$ cat src/rtl/pipeline_barrier_pkg.sv
`default_nettype none
// ============================================================================
// Module   : pipeline_pkg
// Brief    : Shared types and constants for the inter-stage pipeline barrier.
// Revision : 1.0 - initial release
// ============================================================================
package pipeline_pkg;

    typedef enum logic [1:0] {
        ACT_ADVANCE = 2'd0,
        ACT_BUBBLE  = 2'd1,
        ACT_HOLD    = 2'd2,
        ACT_FLUSH   = 2'd3
    } barrier_action_e;

    localparam logic [31:0] NOP_INSTRUCTION = 32'h00000013;

    // Priority is flush > stall > bubble > advance.
    function automatic barrier_action_e decodeAction(
        input logic flush,
        input logic stall,
        input logic insertBubble
    );
        if (flush)             return ACT_FLUSH;
        else if (stall)        return ACT_HOLD;
        else if (insertBubble) return ACT_BUBBLE;
        else                   return ACT_ADVANCE;
    endfunction

endpackage
`default_nettype wire

$ cat src/rtl/pipeline_barrier_if.sv
`default_nettype none
// ============================================================================
// Module   : pipeline_barrier_if
// Brief    : Hazard controls, upstream payload and status bundle of a barrier.
// Revision : 1.0 - initial release
// ============================================================================
interface pipeline_barrier_if #(
    parameter int DATA_WIDTH    = 32,
    parameter int DEPTH         = 1,
    parameter int COUNTER_WIDTH = 16
);
    localparam int c_OCC_WIDTH = $clog2(DEPTH + 1);

    logic                     stall;
    logic                     flush;
    logic                     insertBubble;
    logic                     inValid;
    logic [DATA_WIDTH-1:0]    inData;
    logic                     outValid;
    logic [DATA_WIDTH-1:0]    outData;
    logic [c_OCC_WIDTH-1:0]   occupancy;
    logic [COUNTER_WIDTH-1:0] stallCount;
    logic [COUNTER_WIDTH-1:0] bubbleCount;

    modport master (
        output stall, flush, insertBubble, inValid, inData,
        input  outValid, outData, occupancy, stallCount, bubbleCount
    );

    modport slave (
        input  stall, flush, insertBubble, inValid, inData,
        output outValid, outData, occupancy, stallCount, bubbleCount
    );

endinterface
`default_nettype wire

$ cat src/rtl/pipeline_barrier_stage.sv
`default_nettype none
// ============================================================================
// Module   : barrier_stage
// Brief    : One {valid,payload} register of the barrier, steered by the action.
// Revision : 1.0 - initial release
// ============================================================================
module barrier_stage
    import pipeline_pkg::*;
#(
    parameter int                    DATA_WIDTH   = 32,
    parameter logic [DATA_WIDTH-1:0] BUBBLE_VALUE = '0,
    parameter bit                    IS_HEAD      = 1'b0
) (
    input  wire logic                  clk,
    input  wire logic                  reset,
    input  wire barrier_action_e       action,
    input  wire logic                  prevValid,
    input  wire logic [DATA_WIDTH-1:0] prevData,
    output logic                       valid,
    output logic [DATA_WIDTH-1:0]      data
);

    logic                  r_valid;
    logic [DATA_WIDTH-1:0] r_data;

    // Only the head stage turns a bubble request into a NOP; later stages keep shifting.
    always_ff @(posedge clk or posedge reset) begin
        if (reset) begin
            r_valid <= 1'b0;
            r_data  <= BUBBLE_VALUE;
        end else begin
            case (action)
                ACT_FLUSH: begin
                    r_valid <= 1'b0;
                    r_data  <= BUBBLE_VALUE;
                end
                ACT_HOLD: begin
                    r_valid <= r_valid;
                    r_data  <= r_data;
                end
                ACT_BUBBLE: begin
                    if (IS_HEAD) begin
                        r_valid <= 1'b0;
                        r_data  <= BUBBLE_VALUE;
                    end else begin
                        r_valid <= prevValid;
                        r_data  <= prevData;
                    end
                end
                default: begin
                    r_valid <= prevValid;
                    r_data  <= prevData;
                end
            endcase
        end
    end

    assign valid = r_valid;
    assign data  = r_data;

endmodule
`default_nettype wire

$ cat src/rtl/pipeline_barrier.sv
`default_nettype none
// ============================================================================
// Module   : pipeline_barrier
// Brief    : DEPTH-stage inter-stage register with stall/flush/bubble control
//            and saturating stall/bubble performance counters.
// Revision : 1.0 - initial release
// ============================================================================
module pipeline_barrier
    import pipeline_pkg::*;
#(
    parameter int                    DATA_WIDTH    = 32,
    parameter int                    DEPTH         = 1,
    parameter logic [DATA_WIDTH-1:0] BUBBLE_VALUE  = '0,
    parameter int                    COUNTER_WIDTH = 16
) (
    input  wire logic         clk,
    input  wire logic         reset,
    pipeline_barrier_if.slave bus
);

    localparam int c_OCC_WIDTH = $clog2(DEPTH + 1);

    generate
        if (DEPTH < 1) begin : g_badDepth
            $error("pipeline_barrier: DEPTH must be at least 1");
        end
        if (DATA_WIDTH < 1) begin : g_badWidth
            $error("pipeline_barrier: DATA_WIDTH must be at least 1");
        end
    endgenerate

    barrier_action_e          w_action;
    logic                     w_valid [DEPTH];
    logic [DATA_WIDTH-1:0]    w_data  [DEPTH];
    logic [c_OCC_WIDTH-1:0]   w_occupancy;
    logic [COUNTER_WIDTH-1:0] r_stallCount;
    logic [COUNTER_WIDTH-1:0] r_bubbleCount;

    assign w_action = decodeAction(bus.flush, bus.stall, bus.insertBubble);

    generate
        for (genvar i = 0; i < DEPTH; i++) begin : g_stage
            logic                  prevValid;
            logic [DATA_WIDTH-1:0] prevData;

            if (i == 0) begin : g_head
                assign prevValid = bus.inValid;
                assign prevData  = bus.inData;
            end else begin : g_body
                assign prevValid = w_valid[i-1];
                assign prevData  = w_data[i-1];
            end

            barrier_stage #(
                .DATA_WIDTH   (DATA_WIDTH),
                .BUBBLE_VALUE (BUBBLE_VALUE),
                .IS_HEAD      (i == 0)
            ) u_stage (
                .clk       (clk),
                .reset     (reset),
                .action    (w_action),
                .prevValid (prevValid),
                .prevData  (prevData),
                .valid     (w_valid[i]),
                .data      (w_data[i])
            );
        end
    endgenerate

    // Popcount of registered valid bits only, so occupancy has no input-to-output path.
    always_comb begin
        w_occupancy = '0;
        for (int i = 0; i < DEPTH; i++) begin
            w_occupancy = w_occupancy + c_OCC_WIDTH'(w_valid[i]);
        end
    end

    always_ff @(posedge clk or posedge reset) begin
        if (reset) begin
            r_stallCount  <= '0;
            r_bubbleCount <= '0;
        end else begin
            if ((w_action == ACT_HOLD) && (r_stallCount != '1)) begin
                r_stallCount <= r_stallCount + 1'b1;
            end
            if ((w_action == ACT_BUBBLE) && (r_bubbleCount != '1)) begin
                r_bubbleCount <= r_bubbleCount + 1'b1;
            end
        end
    end

    assign bus.outValid    = w_valid[DEPTH-1];
    assign bus.outData     = w_data[DEPTH-1];
    assign bus.occupancy   = w_occupancy;
    assign bus.stallCount  = r_stallCount;
    assign bus.bubbleCount = r_bubbleCount;

endmodule
`default_nettype wire

$ cat src/flat_wrapper.sv
// flat-port wrapper written by rule: the top's interface ports become plain ports
module pipeline_barrier_flat import pipeline_pkg::*;
#(
    parameter int                    DATA_WIDTH    = 32,
    parameter int                    DEPTH         = 1,
    parameter logic [DATA_WIDTH-1:0] BUBBLE_VALUE  = '0,
    parameter int                    COUNTER_WIDTH = 16
)
  (clk, reset, bus_stall, bus_flush, bus_insertBubble, bus_inValid, bus_inData, bus_outValid, bus_outData, bus_occupancy, bus_stallCount, bus_bubbleCount);
  pipeline_barrier_if #(.DATA_WIDTH(DATA_WIDTH), .DEPTH(DEPTH), .COUNTER_WIDTH(COUNTER_WIDTH)) bus_i ();
  input  wire logic clk;
  input  wire logic reset;
  input wire logic [$bits(bus_i.stall)-1:0] bus_stall;
  input wire logic [$bits(bus_i.flush)-1:0] bus_flush;
  input wire logic [$bits(bus_i.insertBubble)-1:0] bus_insertBubble;
  input wire logic [$bits(bus_i.inValid)-1:0] bus_inValid;
  input wire logic [$bits(bus_i.inData)-1:0] bus_inData;
  output wire logic [$bits(bus_i.outValid)-1:0] bus_outValid;
  output wire logic [$bits(bus_i.outData)-1:0] bus_outData;
  output wire logic [$bits(bus_i.occupancy)-1:0] bus_occupancy;
  output wire logic [$bits(bus_i.stallCount)-1:0] bus_stallCount;
  output wire logic [$bits(bus_i.bubbleCount)-1:0] bus_bubbleCount;
  assign bus_i.stall = bus_stall;
  assign bus_i.flush = bus_flush;
  assign bus_i.insertBubble = bus_insertBubble;
  assign bus_i.inValid = bus_inValid;
  assign bus_i.inData = bus_inData;
  assign bus_outValid = bus_i.outValid;
  assign bus_outData = bus_i.outData;
  assign bus_occupancy = bus_i.occupancy;
  assign bus_stallCount = bus_i.stallCount;
  assign bus_bubbleCount = bus_i.bubbleCount;
  pipeline_barrier #(.DATA_WIDTH(DATA_WIDTH), .DEPTH(DEPTH), .BUBBLE_VALUE(BUBBLE_VALUE), .COUNTER_WIDTH(COUNTER_WIDTH)) u_core (.clk(clk), .reset(reset), .bus(bus_i));
endmodule
$ cat config.mk
export PLATFORM = sky130hd
export DESIGN_NAME = pipeline_barrier_flat
export DESIGN_NICKNAME = d
export VERILOG_FILES = /design/src/rtl/pipeline_barrier_pkg.sv /design/src/rtl/pipeline_barrier_if.sv /design/src/rtl/pipeline_barrier_stage.sv /design/src/rtl/pipeline_barrier.sv /design/src/flat_wrapper.sv
export SDC_FILE = /design/constraint.sdc
export NUM_CORES = 1
export LEC_CHECK = 0
export ABC_AREA = 1
export ABC_CLOCK_PERIOD_IN_PS = 2510
export BUFFER_PORTS_ARGS = -buffer_cell sky130_fd_sc_hd__buf_2
export CAP_MARGIN = 20
export CORE_MARGIN = 2
export CORE_UTILIZATION = 56
export DETAILED_ROUTE_END_ITERATION = 8
export PLACE_DENSITY = 0.87
export REMOVE_ABC_BUFFERS = 1
export SLEW_MARGIN = 10
export SYNTH_ARGS = -nofsm -noshare
export SYNTH_HDL_FRONTEND = slang
export SYNTH_HIERARCHICAL = 1
export SYNTH_SLANG_ARGS = --single-unit
$ cat constraint.sdc
create_clock -name clk -period 2.51 [get_ports clk]
set_input_delay 0.3765 -clock clk [delete_from_list [all_inputs] [get_ports clk]]
set_output_delay 0.3765 -clock clk [all_outputs]
set_load 0.05 [all_outputs]
==> flow_metrics.env <==
export IMPL_clockBufferDepth=2
export IMPL_required_ns=2.77
export IMPL_period_needed_ns=1.90
export IMPL_synth_ff_type="dfrtp_1"
export IMPL_cts_root_buf="clkbuf_8"
export IMPL_vias_per_cell=5.18
export IMPL_hold_ws_ns=0.122
export IMPL_final_util_pct=71.3
export IMPL_cts_buffers_inserted=9
export IMPL_placed_cell_area_sq_um=4030
export IMPL_avgSynthCellArea_sq_um=7.93
export IMPL_post_synth_instance_area_sq_um=3510
export IMPL_clk_pin_slew_ns=0.08
export IMPL_routed_wirelength_um=8050
export IMPL_cts_hold_buf=0
export IMPL_stdcell_area_sq_um=4270
export IMPL_antenna_cells=0
export IMPL_holdCritPathClass="input port to async pin"
export IMPL_grt_setup_unrepaired="false"
export IMPL_route_detailed_drc=0
export IMPL_crit_chain="ha_1 > nand3_2 > inv_2 > nand2_2 > nor2_4 > nor2_2 > nand2_1 > o21ai_2"
export IMPL_dieArea_sq_um=6920
export IMPL_drt_pass1_iterations=4
export IMPL_placed_cells=611
export IMPL_total_power_mw=3.06
export IMPL_grt_usage_pct=23.8
export IMPL_core_area_sq_um=5990
export IMPL_yosysWarningCount=6
export IMPL_postCtsSetupBuffers=0
export IMPL_status="complete, no violations"
export IMPL_fmax_ghz=0.526
export IMPL_setup_tns_ns=0
export IMPL_startpoint_type="register"
export IMPL_drive_gt1_share_pct=30.1
export IMPL_worstSetupStartpoint="u_core/bus.bubbleCount[0]"
export IMPL_ys_types=26
export IMPL_grt_overflow_total=0
export IMPL_critPathKind="register to register"
export IMPL_ctsResizeCount=0
export IMPL_endpoint_kind="register"
export IMPL_r2r_end="u_core/bus.bubbleCount[8]"
export IMPL_cellPowerDensity_nw_per_um2=716
export IMPL_crit_end="u_core/bus.bubbleCount[8]"
export IMPL_detail_route_wl_per_cell_um=12.8
export IMPL_fin_crit_sh_pct=75.7
export IMPL_fin_nets=587
export IMPL_relSlewSlack_pct=51.2
export IMPL_async_flop_share_pct=100
export IMPL_grt_pass1_wl_um=13600
export IMPL_ff2ff_path_depth=8
export IMPL_maxCapViolations=0
export IMPL_worst_pin_slew_ns=0.732
export IMPL_worst_path_stages=8
export IMPL_dp_hpwl_um=5700
export IMPL_rrSetupSlack_ns=0.61
export IMPL_r2r_start="u_core/bus.bubbleCount[0]"
export IMPL_critPathArrivalTime_ns=2.16
export IMPL_antenna_found_initial=0
export IMPL_seq_area_frac_synth_pct=46.3
export IMPL_ios=104
export IMPL_leakage_nw=2.40
export IMPL_rows=28
export IMPL_area_growth_pct=21.7
export IMPL_antenna_left=0
export IMPL_die_w_um=83.2
export IMPL_cp_slowest_cell="nor2_2"
export IMPL_place_ws_ns=0.629
export IMPL_setup_viol=0
export IMPL_gp_congestion=0.918
export IMPL_cts_htree_levels=3
export IMPL_die_h_um=83.2
export IMPL_io_buffers=103
export IMPL_cpPeakStageDelay_ns=0.52
export IMPL_grt_pass1_vias=3208
export IMPL_start_util_pct=58.6
export IMPL_ir_worst_vdd_mv=0.487
export IMPL_critical_path_top_delay_family="simple AND/OR/NAND/NOR gates"
export IMPL_hold_viol_final=0
export IMPL_finalNonFillerCells=627
export IMPL_fin_ws_ns=0.610
export IMPL_critPathBufInv=1
export IMPL_clock_latency_ns=0.34
export IMPL_synth_edf_count=0
export IMPL_dr_total_vias=3246
export IMPL_grt_max_degree=34
export IMPL_critPathMaxFanout=15
export IMPL_drtIter0Drc=230
export IMPL_cts_tree="yes"
export IMPL_cts_sinks=65
export IMPL_ys_seq_elements=65
export IMPL_netlist_instances=443
export IMPL_maxSlewViolCount=0
export IMPL_fin_skew_ns=0.00978
report_power, final:
group          total [mW]  internal (mW)  switching, mW  leakage (nW)
combinational       0.728          0.179          0.548          1.41
sequential           1.25           1.13          0.118         0.879
clock                1.08          0.659          0.420         0.115
total                3.06           1.97           1.09          2.40
cells in the mapped netlist, types with 2 or more instances:
cell,instances,area [sq um]
nand2_1,199,747
nand3b_1,6,45.0
nor2_1,32,120
nand2_4,3,33.8
buf_6,5,56.3
nor2_4,3,33.8
inv_1,27,101
o21ai_2,5,43.8
nor2_2,4,25.0
xor2_1,4,35.0
o21ai_0,5,25.0
nand3_1,28,140
ha_1,2,25.0
inv_2,3,11.3
nand2_2,3,18.8
xnor2_1,6,52.6
buf_4,8,60.1
dfrtp_1,65,1630
nand4_1,8,50.1
nand3_2,21,210
placed cells by master (no fill, tap or decap), types with 3 or more instances in the layout:
master,instances
nand3_2,21
inv_1,27
nor2_1,32
nand4_1,8
nand2_1,199
nand3b_1,6
xnor2_1,6
inv_2,3
xor2_1,4
clkbuf_8,9
nand2_2,3
buf_2,103
nor2_4,3
buf_4,4
dfrtp_1,65
o21ai_0,5
nand2_4,3
nand3_1,28
nor2_2,4
o21ai_2,5
bufinv_16,3
registers in the layout (all words and copies together), names as in the netlist:
register                      flops
u_core/bus.bubbleCount           16
u_core/bus.stallCount            16
u_core/g_stage.u_stage/data      32
u_core/g_stage.u_stage/valid      1
worst reg2reg max path: stages (launching register included):
cell and delay (ns):
dfrtp_1 0.45, ha_1 0.29, nand3_2 0.14, inv_2 0.06
nand2_2 0.09, nor2_4 0.05, nor2_2 0.52, nand2_1 0.15
o21ai_2 0.09
cell families after synthesis:
family,share of synthesized area (%)
xor+xnor,2.49
compound gates,2.39
buf+inv,6.66
fa+ha+maj,0.712
simple gates,41.4
flops,46.3
layer usage:
| metal | up-vias | wire length, um | track usage [%] |
|---|---|---|---|
| met2 | 105 | 3990 | 40.7 |
| met3 | 10 | 548 | 5.96 |
| li1 | 1597 | - | - |
| met4 | 0 | 116 | 11.3 |
| met5 | - | 0 | 0 |
| met1 | 1534 | 3400 | 28.0 |
final cells by class:
class	count	area [sq um]
clock buffer	9	124
clock inverter	7	119
fill	455	1720
inverter	30	113
multi-input combinational	334	1650
sequential	65	1630
tap	75	93.8
timing repair buffer	107	546
how the worst min path moves through the flow:
stage / slack, ns / depth (start not counted) / from / endpoint
after CTS: 0.13 / 3 / reset / u_core/bus.stallCount[0]
after detailed placement: 0.49 / 2 / u_core/g_stage[0].u_stage/data[12] / u_core/g_stage[0].u_stage/data[12]
after global routing: 0.15 / 3 / reset / u_core/bus.bubbleCount[11]
after global placement: 0.49 / 3 / reset / u_core/bus.stallCount[1]
final: 0.12 / 3 / reset / u_core/bus.stallCount[1]
after floorplan: 0.49 / 1 / reset / u_core/bus.bubbleCount[0]
Power figures use the tool's default switching activity.
